`config.mk`:
```
export PLATFORM = sky130hd
export DESIGN_NAME = instruction_fetch
export DESIGN_NICKNAME = d
export VERILOG_FILES = /design/src/rtl/instruction_fetch.sv
export SDC_FILE = /design/constraint.sdc
export NUM_CORES = 1
export LEC_CHECK = 0
export CORE_ASPECT_RATIO = 1.25
export CORE_MARGIN = 4
export CORE_UTILIZATION = 40
export CTS_BUF_LIST = sky130_fd_sc_hd__clkbuf_4 sky130_fd_sc_hd__clkbuf_8 sky130_fd_sc_hd__clkbuf_16
export DETAILED_ROUTE_END_ITERATION = 6
export PLACE_DENSITY = 0.78
export SKIP_CTS_REPAIR_TIMING = 1
export SYNTH_ARGS = -nofsm -noshare
export SYNTH_HDL_FRONTEND = slang
export SYNTH_SLANG_ARGS = --single-unit
```
`constraint.sdc`:
```
create_clock -name clk -period 3.1 [get_ports clk]
set_input_delay 0.775 -clock clk [delete_from_list [all_inputs] [get_ports clk]]
set_output_delay 0.775 -clock clk [all_outputs]
set_load 0.02 [all_outputs]
```
`src/rtl/instruction_fetch.sv`:
```
// Fetch stage: owns the PC, drives the ROM address and registers the returned word into IF/ID.
// Illegal (misaligned/out-of-range) next-PC values are never loaded; the stage parks in ERR instead.
module instruction_fetch #(
    parameter logic [31:0] RESET_PC  = 32'h0000_0000,
    parameter int unsigned MEM_DEPTH = 100,
    parameter logic [31:0] NOP_WORD  = 32'h0000_0000
) (
    input  logic        clk,
    input  logic        rst_n,
    input  logic        stall,
    input  logic        redirect,
    input  logic [31:0] redirect_pc,
    output logic [31:0] imem_addr,
    input  logic [31:0] imem_rdata,
    output logic [31:0] ifid_instr,
    output logic [31:0] ifid_pc,
    output logic [31:0] ifid_pc4,
    output logic        ifid_valid,
    output logic        addr_err
);

    localparam logic [31:0] LP_DEPTH = 32'(MEM_DEPTH);

    typedef enum logic [1:0] {
        S_BOOT,
        S_RUN,
        S_ERR
    } state_t;

    state_t      r_state;
    logic [31:0] r_pc;
    logic [31:0] r_instr;
    logic [31:0] r_ipc;
    logic [31:0] r_ipc4;
    logic        r_valid;
    logic        r_err;

    state_t      w_state_nxt;
    logic [31:0] w_pc_nxt;
    logic [31:0] w_instr_nxt;
    logic [31:0] w_ipc_nxt;
    logic [31:0] w_ipc4_nxt;
    logic        w_valid_nxt;
    logic        w_err_nxt;
    logic [32:0] w_pc_plus4;
    logic [32:0] w_redir_ext;

    // Bit 32 carries the wrap of pc+4, so a wrapped address is never mistaken for a legal one.
    function automatic logic f_legal(input logic [32:0] a);
        return (a[32] == 1'b0) && (a[1:0] == 2'b00) && ({2'b00, a[31:2]} < LP_DEPTH);
    endfunction

    assign w_pc_plus4  = {1'b0, r_pc} + 33'd4;
    assign w_redir_ext = {1'b0, redirect_pc};

    always_comb begin
        w_state_nxt = r_state;
        w_pc_nxt    = r_pc;
        w_instr_nxt = r_instr;
        w_ipc_nxt   = r_ipc;
        w_ipc4_nxt  = r_ipc4;
        w_valid_nxt = r_valid;
        w_err_nxt   = r_err;
        case (r_state)
            S_BOOT: begin
                if (f_legal({1'b0, RESET_PC})) begin
                    w_state_nxt = S_RUN;
                end else begin
                    w_state_nxt = S_ERR;
                    w_err_nxt   = 1'b1;
                end
            end
            S_RUN: begin
                if (redirect) begin
                    w_instr_nxt = NOP_WORD;
                    w_valid_nxt = 1'b0;
                    if (f_legal(w_redir_ext)) begin
                        w_pc_nxt = redirect_pc;
                    end else begin
                        w_state_nxt = S_ERR;
                        w_err_nxt   = 1'b1;
                    end
                end else if (!stall) begin
                    // Current PC was legal when loaded, so its word is captured even if PC+4 is not.
                    w_instr_nxt = imem_rdata;
                    w_ipc_nxt   = r_pc;
                    w_ipc4_nxt  = w_pc_plus4[31:0];
                    w_valid_nxt = 1'b1;
                    if (f_legal(w_pc_plus4)) begin
                        w_pc_nxt = w_pc_plus4[31:0];
                    end else begin
                        w_state_nxt = S_ERR;
                        w_err_nxt   = 1'b1;
                    end
                end
            end
            S_ERR: begin
                w_instr_nxt = NOP_WORD;
                w_valid_nxt = 1'b0;
                w_err_nxt   = 1'b1;
            end
            default: begin
                w_state_nxt = S_ERR;
                w_instr_nxt = NOP_WORD;
                w_valid_nxt = 1'b0;
                w_err_nxt   = 1'b1;
            end
        endcase
    end

    always_ff @(posedge clk or negedge rst_n) begin
        if (!rst_n) begin
            r_state <= S_BOOT;
            r_pc    <= RESET_PC;
            r_instr <= NOP_WORD;
            r_ipc   <= '0;
            r_ipc4  <= '0;
            r_valid <= 1'b0;
            r_err   <= 1'b0;
        end else begin
            r_state <= w_state_nxt;
            r_pc    <= w_pc_nxt;
            r_instr <= w_instr_nxt;
            r_ipc   <= w_ipc_nxt;
            r_ipc4  <= w_ipc4_nxt;
            r_valid <= w_valid_nxt;
            r_err   <= w_err_nxt;
        end
    end

    assign imem_addr  = r_pc;
    assign ifid_instr = r_instr;
    assign ifid_pc    = r_ipc;
    assign ifid_pc4   = r_ipc4;
    assign ifid_valid = r_valid;
    assign addr_err   = r_err;

endmodule

```
==> impl_metrics.tcl <==
set metrics [dict create \
    status "finished, final reports clean" \
    grt-ovfl-total 0 \
    row_count 49 \
    path_class "reg -> reg" \
    maxCapViolCount 0 \
    synth_compound_area_frac 0.131 \
    ys_async_sr_fraction 1.00 \
    drive_above_1_share 0.108 \
    seq_area_frac_synth 0.539 \
    syn_nets 695 \
    cts_sinks 130 \
    yosysWarnings 0 \
    dpl.cell_count 991 \
    synth_top_family_by_area "simple AND/OR/NAND/NOR gates" \
    grt_max_degree 61 \
    busiest_layer "met2" \
    hold_viol_final 0 \
    drt_iter0_drc 415 \
    multi_input_area_mm2 0.00253 \
    layout_min_cycle_time_ns 3.02 \
    fin_skew_ns 0.00734 \
    yosys_register_bits 130 \
    portBuffers 197 \
    use_met2 0.342 \
    synth_cells 626 \
    cp-start-kind "flip-flop" \
    htreeDepth 4 \
    maxSlewViolCount 0 \
    p_seq_frac 0.431 \
    tightest_slew_ns 0.578 \
    drc 0 \
    ios 198 \
    regArea_mm2 0.00325 \
    areaGrowthSynthToFinish_pct 48.8 \
    worst_setup_path_end_kind "flip-flop" \
    fin_util 0.616 \
    swShare 0.221 \
    power.internal_mw 3.14 \
    power_switching_uw 889 \
    synthesis.area_mm2 0.00604 \
    powerDensity_mw_per_mm2 448 \
    min_period_over_period 0.973 \
    setup_viol 0 \
    clock_path_buffers 2 \
    antenna_found_initial 1 \
    postRouteAntennaNets 0 \
    syn_area_per_cell_um2 9.65 \
    grt_pass1_wl_um 28900 \
    crit_path_max_fanout 15 \
    ys.flop_type "dfrtp_1" \
    coreArea_mm2 0.0146 \
    grtUsageTotal 0.210 \
    fin_ws_ns 0.0836 \
    start_util 0.414 \
    avgViaCountPerCell 5.30 \
    first_pass_iters 5 \
    use_met3 0.0700 \
    power.share.combinational 0.064 \
    die_w_um 118 \
    vias 5428 \
    drt_wl_total_um 17600 \
    timing.fmax_mhz 332 \
    grt_pass1_vias 5454 \
    tritoncts "yes" \
    drt-wirelength-per-cell_um 17.2 \
    cts_made_buffers 17 \
    nNetsFinal 901 \
    clkPwrFrac 0.505 \
    place.gp.congestion 0.893 \
    gr-usage-met1 0.258 \
    dpl.hpwl_um 12600 \
    die_area_mm2 0.0171 \
    cts-root-buf "clkbuf_16" \
    pre_cts_ws_ns -0.113 \
    synth.area.mux_share 0.00166 \
    synth_xor_area_frac 0.0450 \
    power_mw 4.03 \
    arrival_ns 3.38 \
    worstSkewPairLatency_ns 0.43 \
    irDropWorstVdd_uv 277 \
    cp_data_required_time_ns 3.47 \
    cts.clk_slew.worst_paths_ns 0.06 \
    synth_cell_types 53 \
    die_h_um 145 \
    yosys.area_share.simple 0.235 \
    hp-class "in -> async" \
    fin_cells 1024 \
    rsz0062_at_grt "true" \
    fillers 1230 \
    max_slew_margin 0.615 \
    synth_edf_count 0 \
    synthAdderAreaFrac 0.00207 \
    r2r_slack_ns 0.08 \
    p_leak_nw 3.94 \
]
power by group through the flow:
stage / registers (mW) / clock network [mW] / logic (mW)
after floorplan: 1.79 / 0 / 0.0424
after global placement: 1.77 / 0 / 0.258
after detailed placement: 1.77 / 0 / 0.261
after CTS: 1.74 / 2.06 / 0.262
after global routing: 1.74 / 2.14 / 0.282
final: 1.74 / 2.03 / 0.258
cell type report:
class | count | area share
tap | 178 | 0.0248
clock buffer | 23 | 0.0551
antenna | 1 | 0.000279
clock inverter | 9 | 0.0116
timing repair buffer | 242 | 0.263
sequential | 130 | 0.362
inverter | 5 | 0.00209
multi-input combinational | 436 | 0.281
critical path, cell delays in order (launching register included):
cell and delay (ns):
dfrtp_1 0.37, buf_4 0.19, nand4_4 0.16, or4b_2 0.68
a21oi_2 0.17, o2111ai_1 0.11, or4_4 0.60, or4b_1 0.56
nand3_1 0.10
placed cells by master, fill, tap and decap left out, types with 8 or more instances in the layout:
| cell type | instances |
|---|---|
| or3_1 | 8 |
| nor2_1 | 22 |
| xor2_1 | 10 |
| clkdlybuf4s50_1 | 196 |
| nor3_1 | 15 |
| and2_1 | 24 |
| nand2_1 | 150 |
| nor4_1 | 10 |
| nand4_1 | 9 |
| a22o_1 | 32 |
| o21ai_0 | 38 |
| xnor2_1 | 21 |
| dfrtp_1 | 129 |
| nand3_1 | 24 |
| buf_4 | 41 |
| clkbuf_16 | 17 |
through the flow:
step / setup TNS, ns / area, um2 / hold WS [ns]
after global routing: -0.00864 / 8980 / 0.357
after global placement: -0.218 / 8370 / 0.457
after floorplan: 0 / 6040 / 0.477
final: 0 / 8980 / 0.299
after detailed placement: -0.334 / 8370 / 0.461
after CTS: 0 / 8970 / 0.328
logic make-up after synthesis:
group / after synthesis
compound gates: 109
xor+xnor: 31
fa+ha+maj: 1
buf+inv: 60
flops: 130
mux: 1
simple gates: 294
Yosys cell counts, drive strengths merged, types with 2 or more instances:
master | count | area share
a21oi | 5 | 0.0041
dfrtp | 130 | 0.54
xnor2 | 21 | 0.030
nor3 | 15 | 0.012
a311oi | 2 | 0.0029
or4b | 4 | 0.0066
o21ai | 39 | 0.032
nor4b | 2 | 0.0029
nand3 | 24 | 0.020
inv | 5 | 0.0031
and3 | 4 | 0.0041
nor2 | 22 | 0.014
clkbuf | 37 | 0.023
o31ai | 3 | 0.0037
buf | 18 | 0.020
a2111oi | 2 | 0.0060
a32oi | 2 | 0.0029
o311ai | 5 | 0.0073
nand2b | 3 | 0.0031
o211ai | 2 | 0.0025
o2111ai | 2 | 0.0029
nand2 | 151 | 0.094
nor3b | 2 | 0.0025
and4 | 6 | 0.0089
o32ai | 2 | 0.0029
nor4 | 10 | 0.010
or3 | 9 | 0.0093
and2 | 25 | 0.026
nand4 | 10 | 0.013
xor2 | 10 | 0.015
a31oi | 4 | 0.0041
a22o | 32 | 0.046
or4 | 5 | 0.0068
o31a | 3 | 0.0044
layer usage:
| metal | wire length, um | part of all wire |
|---|---|---|
| met4 | 391 | 0.022 |
| met5 | 0 | 0 |
| met3 | 1300 | 0.074 |
| met2 | 8600 | 0.49 |
| met1 | 7330 | 0.42 |
path summary, 6_finish.rpt:
check                             start             end  depth (start not counted)
hold reg to reg             ifid_pc[14]     ifid_pc[14]                          2
hold / removal                    rst_n     ifid_pc[23]                          1
min in group clk            ifid_pc[14]     ifid_pc[14]                          2
setup / recovery           imem_addr[2]    imem_addr[5]                          8
setup reg to reg           imem_addr[2]    imem_addr[5]                          8
max in group asynchronous         rst_n  ifid_instr[16]                          2
flip-flops by register name, summed over array words and instances, names as in the netlist:
signal / cells
ifid_instr: 32
ifid_pc: 32
imem_addr: 32
ifid_pc4: 30
r_state: 2
addr_err: 1
ifid_valid: 1
(Power assumes the default switching activity.)
